`src/rtl/accumulator_ctrl.sv`:
```
// rtl/accumulator_ctrl.sv - accumulator bank sequencer: K-pass accumulate then row drain
//
// Purpose:
//   Steers accumulator_bank addr/wr_en/acc_mode while a tiled matmul streams
//   one partial-sum row per psum_valid. Pass 0 overwrites, later passes
//   accumulate. After the last pass every row is drained to the consumer
//   under a valid/ready handshake. Then done pulses once.
//
// Ports:
//   clk, rst        clock; asynchronous active-high reset
//   start           one-cycle job start, only honoured in IDLE
//   cfg_seq_len     rows per pass (1..2^ADDR_WIDTH), latched on start
//   cfg_k_tiles     number of K passes (>=1), latched on start
//   psum_valid      one psum row presented this cycle
//   acc_addr        bank address
//   acc_wr_en       bank write enable
//   acc_mode        bank mode, 0 overwrite / 1 accumulate
//   drain_valid     bank read data for drain_row is valid
//   drain_ready     consumer accepts the drained row
//   drain_row       index of the row being drained
//   busy            job in progress (state != IDLE)
//   done            one-cycle pulse after the last row is accepted
//   cfg_err         one-cycle pulse when start is rejected for bad config
//   perf_stall      (ACC_CTRL_PERF_EN only) saturating stall-cycle counter
//
// Optional feature macro: ACC_CTRL_PERF_EN

module accumulator_ctrl #(
  parameter int ADDR_WIDTH = 8,
  parameter int KT_WIDTH   = 8
) (
  input  logic                  clk,
  input  logic                  rst,
  input  logic                  start,
  input  logic [ADDR_WIDTH:0]   cfg_seq_len,
  input  logic [KT_WIDTH-1:0]   cfg_k_tiles,
  input  logic                  psum_valid,
  output logic [ADDR_WIDTH-1:0] acc_addr,
  output logic                  acc_wr_en,
  output logic                  acc_mode,
  output logic                  drain_valid,
  input  logic                  drain_ready,
  output logic [ADDR_WIDTH-1:0] drain_row,
  output logic                  busy,
  output logic                  done,
`ifdef ACC_CTRL_PERF_EN
  output logic                  cfg_err,
  output logic [31:0]           perf_stall
`else
  output logic                  cfg_err
`endif
);

  typedef enum logic [1:0] {S_IDLE, S_ACCUM, S_DRAIN, S_DONE} state_t;

  localparam logic [ADDR_WIDTH:0]   MAX_ROWS = {1'b1, {ADDR_WIDTH{1'b0}}};
  localparam logic [ADDR_WIDTH:0]   SEQ_ONE  = (ADDR_WIDTH+1)'(1);
  localparam logic [KT_WIDTH-1:0]   KT_ONE   = KT_WIDTH'(1);
  localparam logic [ADDR_WIDTH-1:0] ROW_ONE  = ADDR_WIDTH'(1);

  state_t                state_q, state_d;
  logic [ADDR_WIDTH-1:0] row_cnt_q, row_cnt_d;
  logic [KT_WIDTH-1:0]   kt_cnt_q, kt_cnt_d;
  logic [ADDR_WIDTH:0]   seq_len_q, seq_len_d;
  logic [KT_WIDTH-1:0]   k_tiles_q, k_tiles_d;
  logic                  cfg_err_q, cfg_err_d;

  logic cfg_bad;
  logic start_ok;
  logic last_row;
  logic last_kt;
  logic accept;

  assign cfg_bad  = (cfg_seq_len == '0) || (cfg_seq_len > MAX_ROWS) || (cfg_k_tiles == '0);
  assign start_ok = (state_q == S_IDLE) && start && !cfg_bad;
  // Compare in ADDR_WIDTH+1 bits so a 2^ADDR_WIDTH row pass ends at row 255, not 0
  assign last_row = ({1'b0, row_cnt_q} == (seq_len_q - SEQ_ONE));
  assign last_kt  = (kt_cnt_q == (k_tiles_q - KT_ONE));
  assign accept   = (state_q == S_DRAIN) && drain_ready;

  // State register and datapath flops
  always_ff @(posedge clk or posedge rst) begin
    if (rst) begin
      state_q   <= S_IDLE;
      row_cnt_q <= '0;
      kt_cnt_q  <= '0;
      seq_len_q <= '0;
      k_tiles_q <= '0;
      cfg_err_q <= 1'b0;
    end else begin
      state_q   <= state_d;
      row_cnt_q <= row_cnt_d;
      kt_cnt_q  <= kt_cnt_d;
      seq_len_q <= seq_len_d;
      k_tiles_q <= k_tiles_d;
      cfg_err_q <= cfg_err_d;
    end
  end

  // Next-state logic
  always_comb begin
    state_d = state_q;
    case (state_q)
      S_IDLE:  if (start_ok) state_d = S_ACCUM;
      S_ACCUM: if (psum_valid && last_row && last_kt) state_d = S_DRAIN;
      S_DRAIN: if (accept && last_row) state_d = S_DONE;
      S_DONE:  state_d = S_IDLE;
      default: state_d = S_IDLE;
    endcase
  end

  // Counter and config next values
  always_comb begin
    row_cnt_d = row_cnt_q;
    kt_cnt_d  = kt_cnt_q;
    seq_len_d = seq_len_q;
    k_tiles_d = k_tiles_q;
    cfg_err_d = 1'b0;
    case (state_q)
      S_IDLE: begin
        if (start) begin
          if (cfg_bad) begin
            cfg_err_d = 1'b1;
          end else begin
            seq_len_d = cfg_seq_len;
            k_tiles_d = cfg_k_tiles;
            row_cnt_d = '0;
            kt_cnt_d  = '0;
          end
        end
      end
      S_ACCUM: begin
        if (psum_valid) begin
          // Row wrap also covers the hand-off to DRAIN, which starts at row 0
          if (last_row) begin
            row_cnt_d = '0;
            kt_cnt_d  = kt_cnt_q + KT_ONE;
          end else begin
            row_cnt_d = row_cnt_q + ROW_ONE;
          end
        end
      end
      S_DRAIN: begin
        if (accept) row_cnt_d = last_row ? '0 : row_cnt_q + ROW_ONE;
      end
      default: begin
        row_cnt_d = '0;
        kt_cnt_d  = '0;
      end
    endcase
  end

  // Outputs
  always_comb begin
    acc_addr    = '0;
    acc_wr_en   = 1'b0;
    acc_mode    = 1'b0;
    drain_valid = 1'b0;
    drain_row   = '0;
    busy        = (state_q != S_IDLE);
    done        = (state_q == S_DONE);
    cfg_err     = cfg_err_q;
    case (state_q)
      S_ACCUM: begin
        acc_addr  = row_cnt_q;
        acc_wr_en = psum_valid;
        acc_mode  = (kt_cnt_q != '0);
      end
      S_DRAIN: begin
        // Bank read is asynchronous, so data for row_cnt_q is valid this cycle
        acc_addr    = row_cnt_q;
        drain_row   = row_cnt_q;
        drain_valid = 1'b1;
      end
      default: ;
    endcase
  end

`ifdef ACC_CTRL_PERF_EN
  logic [31:0] perf_stall_q, perf_stall_d;

  always_ff @(posedge clk or posedge rst) begin
    if (rst) perf_stall_q <= '0;
    else     perf_stall_q <= perf_stall_d;
  end

  always_comb begin
    perf_stall_d = perf_stall_q;
    if (start_ok) begin
      perf_stall_d = '0;
    end else if (((state_q == S_ACCUM) && !psum_valid) ||
                 ((state_q == S_DRAIN) && !drain_ready)) begin
      if (perf_stall_q != 32'hFFFF_FFFF) perf_stall_d = perf_stall_q + 32'd1;
    end
  end

  assign perf_stall = perf_stall_q;
`endif

endmodule

```
`config.mk`:
```
export PLATFORM = sky130hd
export DESIGN_NAME = accumulator_ctrl
export DESIGN_NICKNAME = d
export VERILOG_FILES = /design/src/rtl/accumulator_ctrl.sv
export SDC_FILE = /design/constraint.sdc
export NUM_CORES = 1
export LEC_CHECK = 0
export ABC_AREA = 1
export CORE_ASPECT_RATIO = 0.9
export CORE_MARGIN = 10
export CORE_UTILIZATION = 55
export DETAILED_ROUTE_END_ITERATION = 6
export DONT_BUFFER_PORTS = 1
export GPL_TIMING_DRIVEN = 0
export PLACE_DENSITY_LB_ADDON = 0.15
export SYNTH_ARGS = -nofsm -noshare
export SYNTH_HDL_FRONTEND = slang
export SYNTH_SLANG_ARGS = --single-unit
```
`constraint.sdc`:
```
create_clock -name clk -period 2.2 [get_ports clk]
set_clock_uncertainty 0.2 [all_clocks]
set_input_delay 0.44 -clock clk [delete_from_list [all_inputs] [get_ports clk]]
set_output_delay 0.44 -clock clk [all_outputs]
set_load 0.02 [all_outputs]
```
==> impl_metrics.tcl <==
set metrics [dict create \
    status "completed" \
    ys_ff_latch 36 \
    start_util_pct 56.6 \
    dpl_cell_area_um2 2840 \
    num_vias 2523 \
    peakVddDrop_mv 0.602 \
    ff_latch_area_um2 902 \
    period_needed_ns 2.10 \
    tns_ns 0 \
    hpwl_um 5040 \
    cts_inserted_buffers 5 \
    viasPerCell 5.05 \
    yosys.area.top_type "dfrtp_1" \
    dp_cells 487 \
    max_cap_violations 0 \
    slew_violations 0 \
    cts.sinks 36 \
    cp_top_family "flip-flops" \
    p_leak_uw 0.00165 \
    crit_path_cell_trace "inv_2 > ha_2 > buf_4 > nand2_1 > inv_2" \
    cpMostUsedCell "inv_2" \
    clkTransAtPathRegs_ns 0.07 \
    boundaryPins 44 \
    port_buffers 0 \
    comb_power_share_pct 57.9 \
    die_h_um 86.9 \
    h-tree-depth 2 \
    p_seq_share_pct 29.3 \
    yosysTopAreaCellShare_pct 32.9 \
    place.gp.congestion 0.807 \
    synthDistinctLibCells 31 \
    cp_data_required_time_ns 1.56 \
    final_antenna_net_count 0 \
    min_path_type "in -> reg" \
    slowest_stage "dfrtp_1" \
    cp-end-kind "primary output" \
    grt_pass1_vias 2372 \
    switching_share_pct 49.2 \
    worst_slack_ns 0.103 \
    design_area_um2 3050 \
    final_common_cell "nand2_1" \
    crit_buf_inv 3 \
    netlist_area_um2 2740 \
    dr.pass1.iters 4 \
    grt.total_usage_pct 16.1 \
    multi_input_area_um2 1580 \
    fin_crit_sh_pct 95.3 \
    n_fill_cell 447 \
    yosys-top-cells-area "dfrtp_1 33%, nand2_1 20%, inv_1 8.8%" \
    clk_latency_ns 0.29 \
    area_delta_synth_final_pct 11.7 \
    critPathLaunchType "flop" \
    root_buffer "clkbuf_8" \
    hold_viol_final 0 \
    yosysWarnings 0 \
    grt_pass1_wl_um 10900 \
    avgSynthCellArea_um2 6.50 \
    setup_viol_count_final 0 \
    routed_wirelength_um 6430 \
    die_area_um2 8200 \
    synth_cells 421 \
    fmax_mhz 477 \
    intPower_uw 1930 \
    power_switching_uw 1880 \
    worst_pin_slew_ns 0.649 \
    path_max_fanout 10 \
    rsz0062_at_grt "yes" \
    async_reset_ff_share_pct 100 \
    powerDensity_nw_per_um2 1250 \
    slew_headroom_pct 56.7 \
    grt_max_degree 24 \
    wl_per_cell_um 12.9 \
    drc 0 \
    cts_tree "built" \
    pre_cts_ws_ns 0.0134 \
    synth_edf_count 0 \
    clockPowerShare_pct 12.8 \
    fin_util_pct 63.2 \
    drtIter0Drc 179 \
    cp_slowest_stage_delay_ns 0.42 \
    syn_nets 452 \
    ys_seq_area_share_pct 32.9 \
    core-area_um2 4830 \
    drive_above_1_share_pct 15.6 \
    row_count 24 \
    ys.flop_type "dfrtp_1" \
    path_class "reg -> out" \
    overflow 0 \
    final_cell_count_no_fill 500 \
    antenna_cells 0 \
    cp.arrival_ns 1.46 \
    final_nets 465 \
    final_cell_mix "146 x nand2_1, 46 x inv_1, 45 x nor2_1" \
    antenna_found_initial 0 \
    cts.path.max_buffers 2 \
    die_w_um 94.3 \
]
power groups by stage:
stage	logic (uW)	registers [uW]	clock network [uW]
6_report	2210	1110	488
4_1_cts	2020	1100	495
3_3_place_gp	1940	1100	0
5_1_grt	2530	1150	522
2_1_floorplan	1650	1050	0
3_5_place_dp	1990	1110	0
registers in the layout, indices dropped and copies added, names as in the netlist:
register and count:
cfg_err 1, k_tiles_q 8, kt_cnt_q 8, row_cnt_q 8, seq_len_q 9, state_q 2
logic make-up after synthesis:
kind of cell               after synthesis  share of synthesized area, %
AOI/OAI and AO/OA                       26                          6.31
xor gates and xnor gates                17                          5.44
adders and majority gates                9                          4.12
buffers and inverters                   79                          11.2
DFF                                     36                          32.9
and+or+nand+nor                        254                          40.0
layout make-up:
| cell class | instances | share of cell area [%] |
|---|---|---|
| tap | 65 | 2.66 |
| multi-input combinational | 306 | 51.8 |
| buffer | 8 | 1.56 |
| clock buffer | 8 | 2.95 |
| timing repair buffer | 6 | 2.62 |
| sequential | 36 | 29.5 |
| inverter | 71 | 8.85 |
timing repair:
item                                    in CTS  in global routing
setup buffers                                0                  4
endpoints found under the hold margin       13                  0
gates resized for setup                      4                 31
endpoints found under the setup margin      19                 51
hold buffers                                 1                  0
gates cloned                                 0                  0
per-stage QoR:
step,total power [uW],hold WS (ns)
after floorplan,2710,0.269
after global placement,3040,0.289
after detailed placement,3100,0.260
after CTS,3620,0.0691
after global routing,4200,0.0706
final,3810,0.0766
layer usage:
| layer | part of all wire, % | vias to the layer above | track usage, % |
|---|---|---|---|
| met2 | 41 | 61 | 23.3 |
| met4 | 1.4 | 0 | 4.83 |
| li1 | - | 1318 | - |
| met1 | 50 | 1136 | 22.5 |
| met3 | 7.3 | 8 | 4.91 |
| met5 | 0 | - | 0 |
synth_stat cells (2+ instances only):
| cell type | n |
|---|---|
| nor3_1 | 4 |
| xnor2_1 | 5 |
| ha_1 | 9 |
| nor2_1 | 45 |
| nand3_2 | 2 |
| nand2_2 | 4 |
| o21ai_0 | 19 |
| a21oi_4 | 2 |
| dfrtp_1 | 36 |
| nand3_1 | 33 |
| buf_2 | 6 |
| xor2_1 | 12 |
| inv_1 | 64 |
| nand2_4 | 3 |
| nand4_1 | 8 |
| inv_2 | 6 |
| nand2_1 | 146 |
| nor2_2 | 4 |
worst reg2reg max path: cells and delay by family, from the launching register on:
family / cells / cell delay, ns
flip-flops: 1 / 0.44
adder cells (fa/ha/maj): 1 / 0.29
AO/OA/AOI/OAI: 1 / 0.23
AND/OR/NAND/NOR: 3 / 0.27
buffers and inverters: 5 / 0.56
final timing paths:
path | from | endpoint | slack (ns) | cells past startpoint
setup / recovery | state_q[0] | acc_addr[1] | 0.10 | 5
hold / removal | cfg_seq_len[0] | seq_len_q[0] | 0.08 | 2
setup reg to reg | state_q[1] | row_cnt_q[6] | 0.14 | 10
hold reg to reg | k_tiles_q[7] | k_tiles_q[7] | 0.32 | 2
max in group asynchronous | rst | state_q[1] | 0.77 | 3
min in group asynchronous | rst | seq_len_q[0] | 0.48 | 2
No activity file was read; power rests on OpenSTA's default activity.
